$ cat src/rtl/cache_control_pkg.sv
// Shared types for the LC-3b L1 cache controller: FSM state encoding,
// performance-counter width and a small way-select helper.
package lc3b_types;

    typedef enum logic [1:0] {
        IDLE,
        WRITEBACK,
        FILL
    } lc3b_cache_state;

    typedef logic [15:0] lc3b_perf_count;

    localparam lc3b_perf_count PERF_COUNT_MAX = 16'hFFFF;

    // One-hot per-way enable for a two-way array.
    function automatic logic [1:0] way_mask(input logic way);
        return way ? 2'b10 : 2'b01;
    endfunction

endpackage

$ cat src/rtl/cache_control_if.sv
// Bundle between the cache controller, the CPU memory port, the cache
// datapath and physical memory. The controller uses the slave modport.
interface cache_control_if;

    logic       mem_read;
    logic       mem_write;
    logic       mem_resp;
    logic       hit0;
    logic       hit1;
    logic       dirty0;
    logic       dirty1;
    logic       lru;
    logic       pmem_resp;
    logic       pmem_read;
    logic       pmem_write;
    logic [1:0] load_data;
    logic [1:0] load_tag;
    logic [1:0] load_valid;
    logic [1:0] load_dirty;
    logic       dirty_in;
    logic       load_lru;
    logic       lru_in;
    logic       datain_sel;
    logic       pmem_addr_sel;
    logic       victim_way;

    modport master (
        output mem_read, mem_write, hit0, hit1, dirty0, dirty1, lru, pmem_resp,
        input  mem_resp, pmem_read, pmem_write, load_data, load_tag, load_valid,
               load_dirty, dirty_in, load_lru, lru_in, datain_sel, pmem_addr_sel,
               victim_way
    );

    modport slave (
        input  mem_read, mem_write, hit0, hit1, dirty0, dirty1, lru, pmem_resp,
        output mem_resp, pmem_read, pmem_write, load_data, load_tag, load_valid,
               load_dirty, dirty_in, load_lru, lru_in, datain_sel, pmem_addr_sel,
               victim_way
    );

endinterface

$ cat src/rtl/cache_control_sat_counter.sv
// 16-bit event counter that sticks at all-ones; a synchronous clear
// overrides a same-cycle increment.
module sat_counter
    import lc3b_types::*;
(
    input  logic           clk,
    input  logic           reset_n,
    input  logic           inc,
    input  logic           clear,
    output lc3b_perf_count count
);

    // NOTE: state is updated only with non-blocking assignments in a block
    // sensitive to both the clock and the reset edge, so the async reset
    // takes effect without waiting for a clock.
    always_ff @(posedge clk or negedge reset_n) begin
        if (!reset_n) begin
            count <= '0;
        end else if (clear) begin
            count <= '0;
        end else if (inc && (count != PERF_COUNT_MAX)) begin
            count <= count + 16'd1;
        end
    end

endmodule

$ cat src/rtl/cache_control.sv
// Sequencing FSM for the two-way write-back L1 cache: hit/miss decision,
// array load enables, writeback/fill handshakes and hit/miss counters.
module cache_control
    import lc3b_types::*;
(
    input  logic           clk,
    input  logic           reset_n,
    cache_control_if.slave bus,
    input  logic           clear_counts,
    output lc3b_perf_count hit_count,
    output lc3b_perf_count miss_count
);

    lc3b_cache_state state;
    lc3b_cache_state next_state;
    logic            victim_way_q;
    logic            miss_pending;

    logic request;
    logic hit;
    logic hit_way;
    logic victim_dirty;
    logic miss_start;

    assign request      = bus.mem_read | bus.mem_write;
    assign hit          = bus.hit0 | bus.hit1;
    assign hit_way      = ~bus.hit0;
    assign victim_dirty = bus.lru ? bus.dirty1 : bus.dirty0;
    assign miss_start   = (state == IDLE) && request && !hit;

    always_ff @(posedge clk or negedge reset_n) begin
        if (!reset_n) begin
            state <= IDLE;
        end else begin
            state <= next_state;
        end
    end

    // The victim is frozen at miss time so writeback and fill target the
    // same way even if the datapath's LRU view changes meanwhile.
    always_ff @(posedge clk or negedge reset_n) begin
        if (!reset_n) begin
            victim_way_q <= 1'b0;
            miss_pending <= 1'b0;
        end else begin
            if (miss_start) begin
                victim_way_q <= bus.lru;
                miss_pending <= 1'b1;
            end else if (bus.mem_resp) begin
                miss_pending <= 1'b0;
            end
        end
    end

    // NOTE: every combinational output gets a default at the top of the
    // block, so no path through the case can leave one unassigned (latch).
    always_comb begin
        next_state = state;
        case (state)
            IDLE: begin
                if (miss_start) begin
                    next_state = victim_dirty ? WRITEBACK : FILL;
                end
            end
            WRITEBACK: begin
                if (bus.pmem_resp) next_state = FILL;
            end
            FILL: begin
                if (bus.pmem_resp) next_state = IDLE;
            end
            default: next_state = IDLE;
        endcase
    end

    // Outputs are held low while reset is asserted, independent of inputs.
    always_comb begin
        bus.mem_resp      = 1'b0;
        bus.pmem_read     = 1'b0;
        bus.pmem_write    = 1'b0;
        bus.load_data     = 2'b00;
        bus.load_tag      = 2'b00;
        bus.load_valid    = 2'b00;
        bus.load_dirty    = 2'b00;
        bus.dirty_in      = 1'b0;
        bus.load_lru      = 1'b0;
        bus.lru_in        = 1'b0;
        bus.datain_sel    = 1'b0;
        bus.pmem_addr_sel = 1'b0;
        if (reset_n) begin
            case (state)
                IDLE: begin
                    if (request && hit) begin
                        bus.mem_resp = 1'b1;
                        bus.load_lru = 1'b1;
                        bus.lru_in   = ~hit_way;
                        if (bus.mem_write) begin
                            bus.load_data  = way_mask(hit_way);
                            bus.load_dirty = way_mask(hit_way);
                            bus.dirty_in   = 1'b1;
                        end
                    end
                end
                WRITEBACK: begin
                    bus.pmem_write    = 1'b1;
                    bus.pmem_addr_sel = 1'b1;
                end
                FILL: begin
                    bus.pmem_read = 1'b1;
                    if (bus.pmem_resp) begin
                        bus.load_data  = way_mask(victim_way_q);
                        bus.load_tag   = way_mask(victim_way_q);
                        bus.load_valid = way_mask(victim_way_q);
                        bus.load_dirty = way_mask(victim_way_q);
                        bus.datain_sel = 1'b1;
                    end
                end
                default: ;
            endcase
        end
    end

    assign bus.victim_way = victim_way_q;

    // Replayed hits after a fill complete the miss and are not counted.
    sat_counter u_hit_counter (
        .clk     (clk),
        .reset_n (reset_n),
        .inc     (bus.mem_resp & ~miss_pending),
        .clear   (clear_counts),
        .count   (hit_count)
    );

    sat_counter u_miss_counter (
        .clk     (clk),
        .reset_n (reset_n),
        .inc     (miss_start),
        .clear   (clear_counts),
        .count   (miss_count)
    );

endmodule
$ cat src/flat_wrapper.sv
// flat-port wrapper written by rule: the top's interface ports become plain ports
module cache_control_flat import lc3b_types::*;
  (clk, reset_n, clear_counts, hit_count, miss_count, bus_mem_read, bus_mem_write, bus_hit0, bus_hit1, bus_dirty0, bus_dirty1, bus_lru, bus_pmem_resp, bus_mem_resp, bus_pmem_read, bus_pmem_write, bus_load_data, bus_load_tag, bus_load_valid, bus_load_dirty, bus_dirty_in, bus_load_lru, bus_lru_in, bus_datain_sel, bus_pmem_addr_sel, bus_victim_way);
  cache_control_if bus_i ();
  input  logic clk;
  input  logic reset_n;
  input  logic clear_counts;
  output lc3b_perf_count hit_count;
  output lc3b_perf_count miss_count;
  input wire logic [$bits(bus_i.mem_read)-1:0] bus_mem_read;
  input wire logic [$bits(bus_i.mem_write)-1:0] bus_mem_write;
  input wire logic [$bits(bus_i.hit0)-1:0] bus_hit0;
  input wire logic [$bits(bus_i.hit1)-1:0] bus_hit1;
  input wire logic [$bits(bus_i.dirty0)-1:0] bus_dirty0;
  input wire logic [$bits(bus_i.dirty1)-1:0] bus_dirty1;
  input wire logic [$bits(bus_i.lru)-1:0] bus_lru;
  input wire logic [$bits(bus_i.pmem_resp)-1:0] bus_pmem_resp;
  output wire logic [$bits(bus_i.mem_resp)-1:0] bus_mem_resp;
  output wire logic [$bits(bus_i.pmem_read)-1:0] bus_pmem_read;
  output wire logic [$bits(bus_i.pmem_write)-1:0] bus_pmem_write;
  output wire logic [$bits(bus_i.load_data)-1:0] bus_load_data;
  output wire logic [$bits(bus_i.load_tag)-1:0] bus_load_tag;
  output wire logic [$bits(bus_i.load_valid)-1:0] bus_load_valid;
  output wire logic [$bits(bus_i.load_dirty)-1:0] bus_load_dirty;
  output wire logic [$bits(bus_i.dirty_in)-1:0] bus_dirty_in;
  output wire logic [$bits(bus_i.load_lru)-1:0] bus_load_lru;
  output wire logic [$bits(bus_i.lru_in)-1:0] bus_lru_in;
  output wire logic [$bits(bus_i.datain_sel)-1:0] bus_datain_sel;
  output wire logic [$bits(bus_i.pmem_addr_sel)-1:0] bus_pmem_addr_sel;
  output wire logic [$bits(bus_i.victim_way)-1:0] bus_victim_way;
  assign bus_i.mem_read = bus_mem_read;
  assign bus_i.mem_write = bus_mem_write;
  assign bus_i.hit0 = bus_hit0;
  assign bus_i.hit1 = bus_hit1;
  assign bus_i.dirty0 = bus_dirty0;
  assign bus_i.dirty1 = bus_dirty1;
  assign bus_i.lru = bus_lru;
  assign bus_i.pmem_resp = bus_pmem_resp;
  assign bus_mem_resp = bus_i.mem_resp;
  assign bus_pmem_read = bus_i.pmem_read;
  assign bus_pmem_write = bus_i.pmem_write;
  assign bus_load_data = bus_i.load_data;
  assign bus_load_tag = bus_i.load_tag;
  assign bus_load_valid = bus_i.load_valid;
  assign bus_load_dirty = bus_i.load_dirty;
  assign bus_dirty_in = bus_i.dirty_in;
  assign bus_load_lru = bus_i.load_lru;
  assign bus_lru_in = bus_i.lru_in;
  assign bus_datain_sel = bus_i.datain_sel;
  assign bus_pmem_addr_sel = bus_i.pmem_addr_sel;
  assign bus_victim_way = bus_i.victim_way;
  cache_control u_core (.clk(clk), .reset_n(reset_n), .bus(bus_i), .clear_counts(clear_counts), .hit_count(hit_count), .miss_count(miss_count));
endmodule
$ cat config.mk
export PLATFORM = sky130hd
export DESIGN_NAME = cache_control_flat
export DESIGN_NICKNAME = d
export VERILOG_FILES = /design/src/rtl/cache_control_pkg.sv /design/src/rtl/cache_control_if.sv /design/src/rtl/cache_control_sat_counter.sv /design/src/rtl/cache_control.sv /design/src/flat_wrapper.sv
export SDC_FILE = /design/constraint.sdc
export NUM_CORES = 1
export LEC_CHECK = 0
export ABC_AREA = 0
export ABC_CLOCK_PERIOD_IN_PS = 4500
export BUFFER_PORTS_ARGS = -buffer_cell sky130_fd_sc_hd__buf_2
export CAP_MARGIN = 20
export CORE_ASPECT_RATIO = 1.25
export CORE_MARGIN = 2
export CORE_UTILIZATION = 57
export CTS_CLUSTER_SIZE = 25
export DETAILED_ROUTE_END_ITERATION = 8
export GPL_TIMING_DRIVEN = 0
export PLACE_DENSITY = 0.85
export SYNTH_ARGS = -nofsm -noshare
export SYNTH_HDL_FRONTEND = slang
export SYNTH_SLANG_ARGS = --single-unit
$ cat constraint.sdc
create_clock -name clk -period 4.5 [get_ports clk]
set_input_delay 0.45 -clock clk [delete_from_list [all_inputs] [get_ports clk]]
set_output_delay 0.45 -clock clk [all_outputs]
set_load 0.05 [all_outputs]
==> After elaboration in Yosys (flattened, before gate mapping) <==
Cells that the tools add are included.
{ "word_totals": {"regBits": 36, "input_bits": 11, "output_inout_bits": 49} }
{ "op_classes": {"addsub": 2, "n_eq_ne": 7, "muxes": 38, "n_bitwise": 4, "reduce_logical": 11} }
{ "op_table": {"columns": ["op", "n"], "rows": [
  ["$mux W16", 4],
  ["$add A16 B1 Y16 const B", 2],
  ["$ne A16 B16 Y1 const B", 2],
  ["$mux W2", 12],
  ["$mux W1", 20],
  ["$ne A2 B2 Y1 const B", 3],
  ["$pmux W2 S3", 1],
  ["$reduce_bool A2 Y1", 3],
  ["$logic_and A1 B1 Y1", 5],
  ["$pmux W2 S2", 1],
  ["$reduce_and A3 Y1", 1],
  ["$eq A2 B1 Y1 const B", 1],
  ["$eq A2 B2 Y1 const B", 1],
  ["$logic_not A2 Y1", 1],
  ["$or A1 B1 Y1", 2],
  ["$and A1 B1 Y1", 1],
  ["$logic_not A1 Y1", 1],
  ["$not A1 Y1", 1]
]} }

==> Longest topological paths before layout <==
{ "logic_depth": {"ltp_word": 9, "mapped_depth": 6, "depth_no_buf": 5} }

==> By module <==
Synthesis repeated with hierarchy kept, for this count alone.
{ "hier_totals": {"hier_cells": 237, "hier_area_um2": 2270.9} }
{ "by_module_without_submodules": {"columns": ["module", "instances", "cells_each", "area_each_um2", "seq_area_each_um2"], "rows": [
  ["sat_counter", 2, 98, 942.2, 400.4],
  ["cache_control", 1, 41, 386.6, 100.1]
]} }

==> Worst setup path before layout <==
No wires, ideal clock.
{ "synth_path": {"path_kind": "register to output", "startpoint": "reg u_core.victim_way_q, in the netlist u_core.bus.victim_way", "endpoint": "out bus_load_valid[0]", "t_arrival_ns": 2.678, "required_time_ns": 4.050, "setup_slack_ns": 1.372, "path_stages_with_launch": 3, "path_cell_list": "dfrtp_1 nor4_1 buf_4"} }
{ "synth_via": {"elab_chain_len": 4} }
{ "synth_lines": {"columns": ["item", "line_no", "text"], "rows": [
  ["start: declaration", "cache_control.sv:16", "logic victim_way_q;"],
  ["start signal: assignment", "cache_control.sv:47", "victim_way_q <= bus.lru;"],
  ["$mux W2 (4 in series)", null, null],
  ["end: declaration", "flat_wrapper.sv:23", "output wire logic [$bits(bus_i.load_valid)-1:0] bus_load_valid;"]
]} }
No other way between the ends.

==> Final worst setup path <==
{ "layout_path": {"startpoint": "in reset_n", "endpoint": "reg u_core.u_hit_counter.count[9]"} }
{ "layout_via": {"elab_chain_len": 4} }
{ "layout_lines": {"columns": ["item", "line_no", "text"], "rows": [
  ["start: declaration", "flat_wrapper.sv:6", "input logic reset_n;"],
  ["$mux W1", "cache_control.sv:89", "if (reset_n) begin"],
  ["$and A1 B1 Y1", "cache_control.sv:128", ".inc (bus.mem_resp & ~miss_pending),"],
  ["$logic_and A1 B1 Y1", "cache_control_sat_counter.sv:21", "end else if (inc && (count != PERF_COUNT_MAX)) begin"],
  ["$reduce_bool A2 Y1 (no line)", null, null],
  ["end signal: assignment", "cache_control_sat_counter.sv:22", "count <= count + 16'd1;"],
  ["end: declaration", "cache_control_sat_counter.sv:10", "output lc3b_perf_count count"]
]} }
No other way between the ends.
A chain may end at the register's enable or synchronous reset.

==> results.rst <==
.. list-table::
   :header-rows: 1

   * - Metric
     - Value
   * - Status
     - finished clean
   * - Number of clock buffers inserted by TritonCTS
     - 5
   * - Worst-case clock buffer depth
     - 2
   * - Number of fillers in the final layout
     - 316
   * - Diodes inserted
     - 0
   * - Site Rows
     - 25
   * - Power density of the placed cells
     - 273.4 nW/um^2
   * - Starting DRC count in detailed routing
     - between 150 and 200
   * - Sw Ratio
     - 33.25%
   * - Number of distinct standard cells referenced by the synthesized netlist
     - 40
   * - Fraction of power consumed by combinational cells
     - 21.0%
   * - Number of max-cap violations
     - 0
   * - Count of nets after finishing
     - approximately 340
   * - Category of the worst setup path launch point
     - primary input
   * - Die Area
     - 4499 um^2
   * - Clock slew at reported path FFs
     - approximately 0.070 ns
   * - Setup repair after global routing missed its margin
     - false
   * - Avg WL per Cell
     - 15.20 um
   * - Async set-or-reset flop fraction in the synthesized netlist
     - 100.0%
   * - First-pass GRT wire length
     - 9.149 mm
   * - Data arrival time of the critical path
     - approximately 2.9 ns
   * - Parity-gate share of the synthesized area counting xor and xnor cells
     - 0%
   * - Area fraction of the dominant cell type after synthesis
     - 39.76%
   * - Clock skew after layout
     - 0.007624 ns
   * - Area fraction in and, or, nand and nor cells after synthesis
     - about a third
   * - Total net switching power
     - 0.2478 mW
   * - Number of register bits inferred by synthesis
     - 36
   * - Routed vias
     - 2285
   * - Sequential share of the synthesized area
     - 39.76%
   * - Pin count of the biggest net entering global routing
     - 41
   * - Area of the core
     - 3785 um^2
   * - Nets in the synthesized netlist
     - 268
   * - Slew at the pin closest to its max-slew limit
     - about 0.85 ns
   * - Upper clock frequency limit
     - 0.3687 GHz
   * - Quantity of gates resized following cts
     - 0
   * - Static leakage
     - 1.232 nW
   * - Final antenna-violating net count
     - 0
   * - Final clock period utilization by the worst path
     - 60.26%
   * - HPWL Detailed
     - ~4 mm
   * - Flop pwr share
     - 46.4%
   * - TritonCTS clock tree
     - built
   * - Overall routed net length
     - approximately 5.7 mm
   * - Number of buffers inserted by post-CTS setup repair
     - 0
   * - Number of I/O pins
     - 60
   * - Min Tclk post-route
     - between 2 and 3 ns
   * - Dominant synthesized flop cell
     - dfrtp_1
   * - Leading post-synthesis cells by cell area
     - dfrtp_1, mux2_2, a21oi_1
   * - GP Congestion
     - 0.9137
   * - Proportion of synthesized area in mux cells
     - 6.405%
   * - Clock latency on the worst-skew pair
     - 0.30 ns
   * - Initial antenna violation count
     - 0
   * - Vert. Die Dim
     - 74.49 um
   * - Main combinational cell family by area after synthesis
     - simple AND/OR/NAND/NOR gates
   * - Mapped cell area
     - between 2000 and 2500 um^2
   * - Compound-cell area share of the yosys netlist
     - 12.59%
   * - DP Worst Slack
     - approximately 1.4 ns
   * - Layout cell share with drive strength beyond 1
     - between 20% and 30%
   * - Top cells by count, synth
     - dfrtp_1, a21oi_1, nor2_1
   * - Chip Width
     - 60.40 um
   * - Syn-to-layout area delta
     - 20.32%
   * - # H-tree levels
     - 2
   * - Aggregate negative setup slack
     - 0 ns
   * - First-pass iteration count of the detailed router
     - 4
   * - DRC violation count after routing
     - 0
   * - Slack of the critical path
     - between 1.5 and 2 ns
   * - Worst setup EP type
     - flop
   * - Number of sinks on the clock net
     - 36
   * - Critical Path RT
     - 4.69 ns
   * - Launching element of the worst setup path
     - reset_n
   * - Maximum vdd ir drop
     - around 0.00020 V
   * - Final setup violation count
     - 0
   * - Cell taking the most area after synthesis
     - dfrtp_1
   * - Clock tree root buffer cell
     - clkbuf_8
   * - Initial Util
     - 59.87%
   * - Count of hold-fix buffers inserted at cts
     - 0
   * - Overall fraction of global-route tracks in use
     - 26.91%
   * - Clock share of power
     - 32.6%
   * - YS warnings
     - 0
   * - Origin of the critical flop-to-flop path
     - u_core.state[0]$_DFFE_PN0P_
   * - Via count of the first global-routing pass
     - 1985
   * - Most instantiated library cell after synthesis
     - dfrtp_1
   * - Largest driver fanout on the critical path
     - 40
   * - Number of input and output port buffers inserted
     - 59
   * - Number of flops mapped to enable cells by yosys
     - 0
   * - Final hold violations
     - 0
   * - Classification of the worst-slack hold path
     - primary input to async pin
   * - Sum of overflow across all layers after global routing
     - 0
   * - Number of vias per cell
     - between 6 and 7
   * - Mean Syn Cell Area
     - 8.886 um^2
   * - Worst slew margin relative to its limit
     - 42.49%
   * - Arithmetic-cell share of the synthesized area counting full adders, half adders and majority gates
     - 1.104%
   * - Int Pwr
     - 0.4975 mW
   * - Max Slew Vio Count
     - 0
   * - Cell count after synthesis
     - 255
   * - Crit Path Category
     - primary input to flop
critical path: stages:
cell and delay (ns):
buf_2 0.65, o21ai_0 0.36, or4_4 0.51, buf_2 0.21, nor4_1 0.32, mux2_2 0.38
sequential cells by signal, indices dropped and copies added, names as in the netlist:
name / flops
u_core.miss_pending: 1
u_core.state: 2
u_core.u_hit_counter.count: 16
u_core.u_miss_counter.count: 16
u_core.bus.victim_way: 1
cell usage in the layout, fill, tap and decap left out, types with 2 or more instances in the layout:
cell type,n
buf_2,61
dfrtp_1,36
a21oi_1,21
nor2_1,19
nand2_1,16
nor4_1,15
nor2b_1,13
o31ai_1,12
or4_1,12
mux2_2,12
nand3_1,11
nand4_1,11
o21ai_0,7
clkbuf_1,7
inv_1,6
buf_4,6
clkbuf_8,6
or3_1,5
nor3_1,5
and3_1,5
and4_1,5
nand3b_1,3
nor4b_1,3
nand2b_1,2
and2_1,2
nand4b_1,2
a31oi_1,2
ha_1,2
clkinv_2,2
path summary, 6_finish.rpt:
kind                                                                   end  slack, ns  depth (start not counted)
worst max register to register   u_core.u_hit_counter.count[9]$_DFFE_PN0P_       2.12                          6
worst min register to register             u_core.miss_pending$_DFFE_PN0P_       0.57                          2
worst min-delay path            u_core.u_hit_counter.count[12]$_DFFE_PN0P_       0.26                          1
max in group asynchronous                u_core.bus.victim_way$_DFFE_PN0P_       3.70                          1
worst max-delay path             u_core.u_hit_counter.count[9]$_DFFE_PN0P_       1.79                          6
min in group clk                         u_core.bus.victim_way$_DFFE_PN0P_       0.37                          3
power groups by stage:
stage | clock [mW] | combinational [mW] | sequential [mW]
6_report | 0.243 | 0.157 | 0.346
5_1_grt | 0.261 | 0.171 | 0.348
3_3_place_gp | 0 | 0.155 | 0.351
2_1_floorplan | 0 | 0.0968 | 0.367
3_5_place_dp | 0 | 0.156 | 0.351
4_1_cts | 0.245 | 0.157 | 0.345
final cells by class:
class | count | area (um^2) | area share, %
Timing Repair Buffer | 60 | 300.3 | 11.01
Clock inverter | 2 | 10.01 | 0.3671
Multi-Input combinational cell | 196 | 1246 | 45.71
Buffer | 16 | 92.59 | 3.396
Tap cell | 54 | 67.56 | 2.478
Sequential cell | 36 | 900.9 | 33.04
Inverter | 7 | 26.28 | 0.9637
Clock buffer | 6 | 82.58 | 3.029
through the flow:
stage	power, mW	std cells	util [%]	instance area [um^2]	hold WS, ns
after floorplan	0.4636	255	-	2266	0.1544
final	0.7453	377	72.03	2726	0.2555
after global placement	0.5056	368	69.45	2629	0.5492
after CTS	0.7473	376	71.90	2721	0.2897
after detailed placement	0.5078	368	69.45	2629	0.5538
after global routing	0.7791	377	72.03	2726	0.3419
logic make-up after synthesis:
kind of cell | after synthesis
muxes | 13
AOI/OAI and AO/OA | 47
DFF | 36
and+or+nand+nor | 134
adders and majority gates | 2
buffers and inverters | 23
layer usage:
layer / track usage (%) / share of wire (%) / wire, um
met1: 34.77 / 42 / 2396
met2: 44.69 / 51 / 2941
met3: 3.478 / 5.4 / 312
met4: 11.85 / 1.4 / 80
met5: 0 / 0 / 0
(Power assumes the default switching activity.)
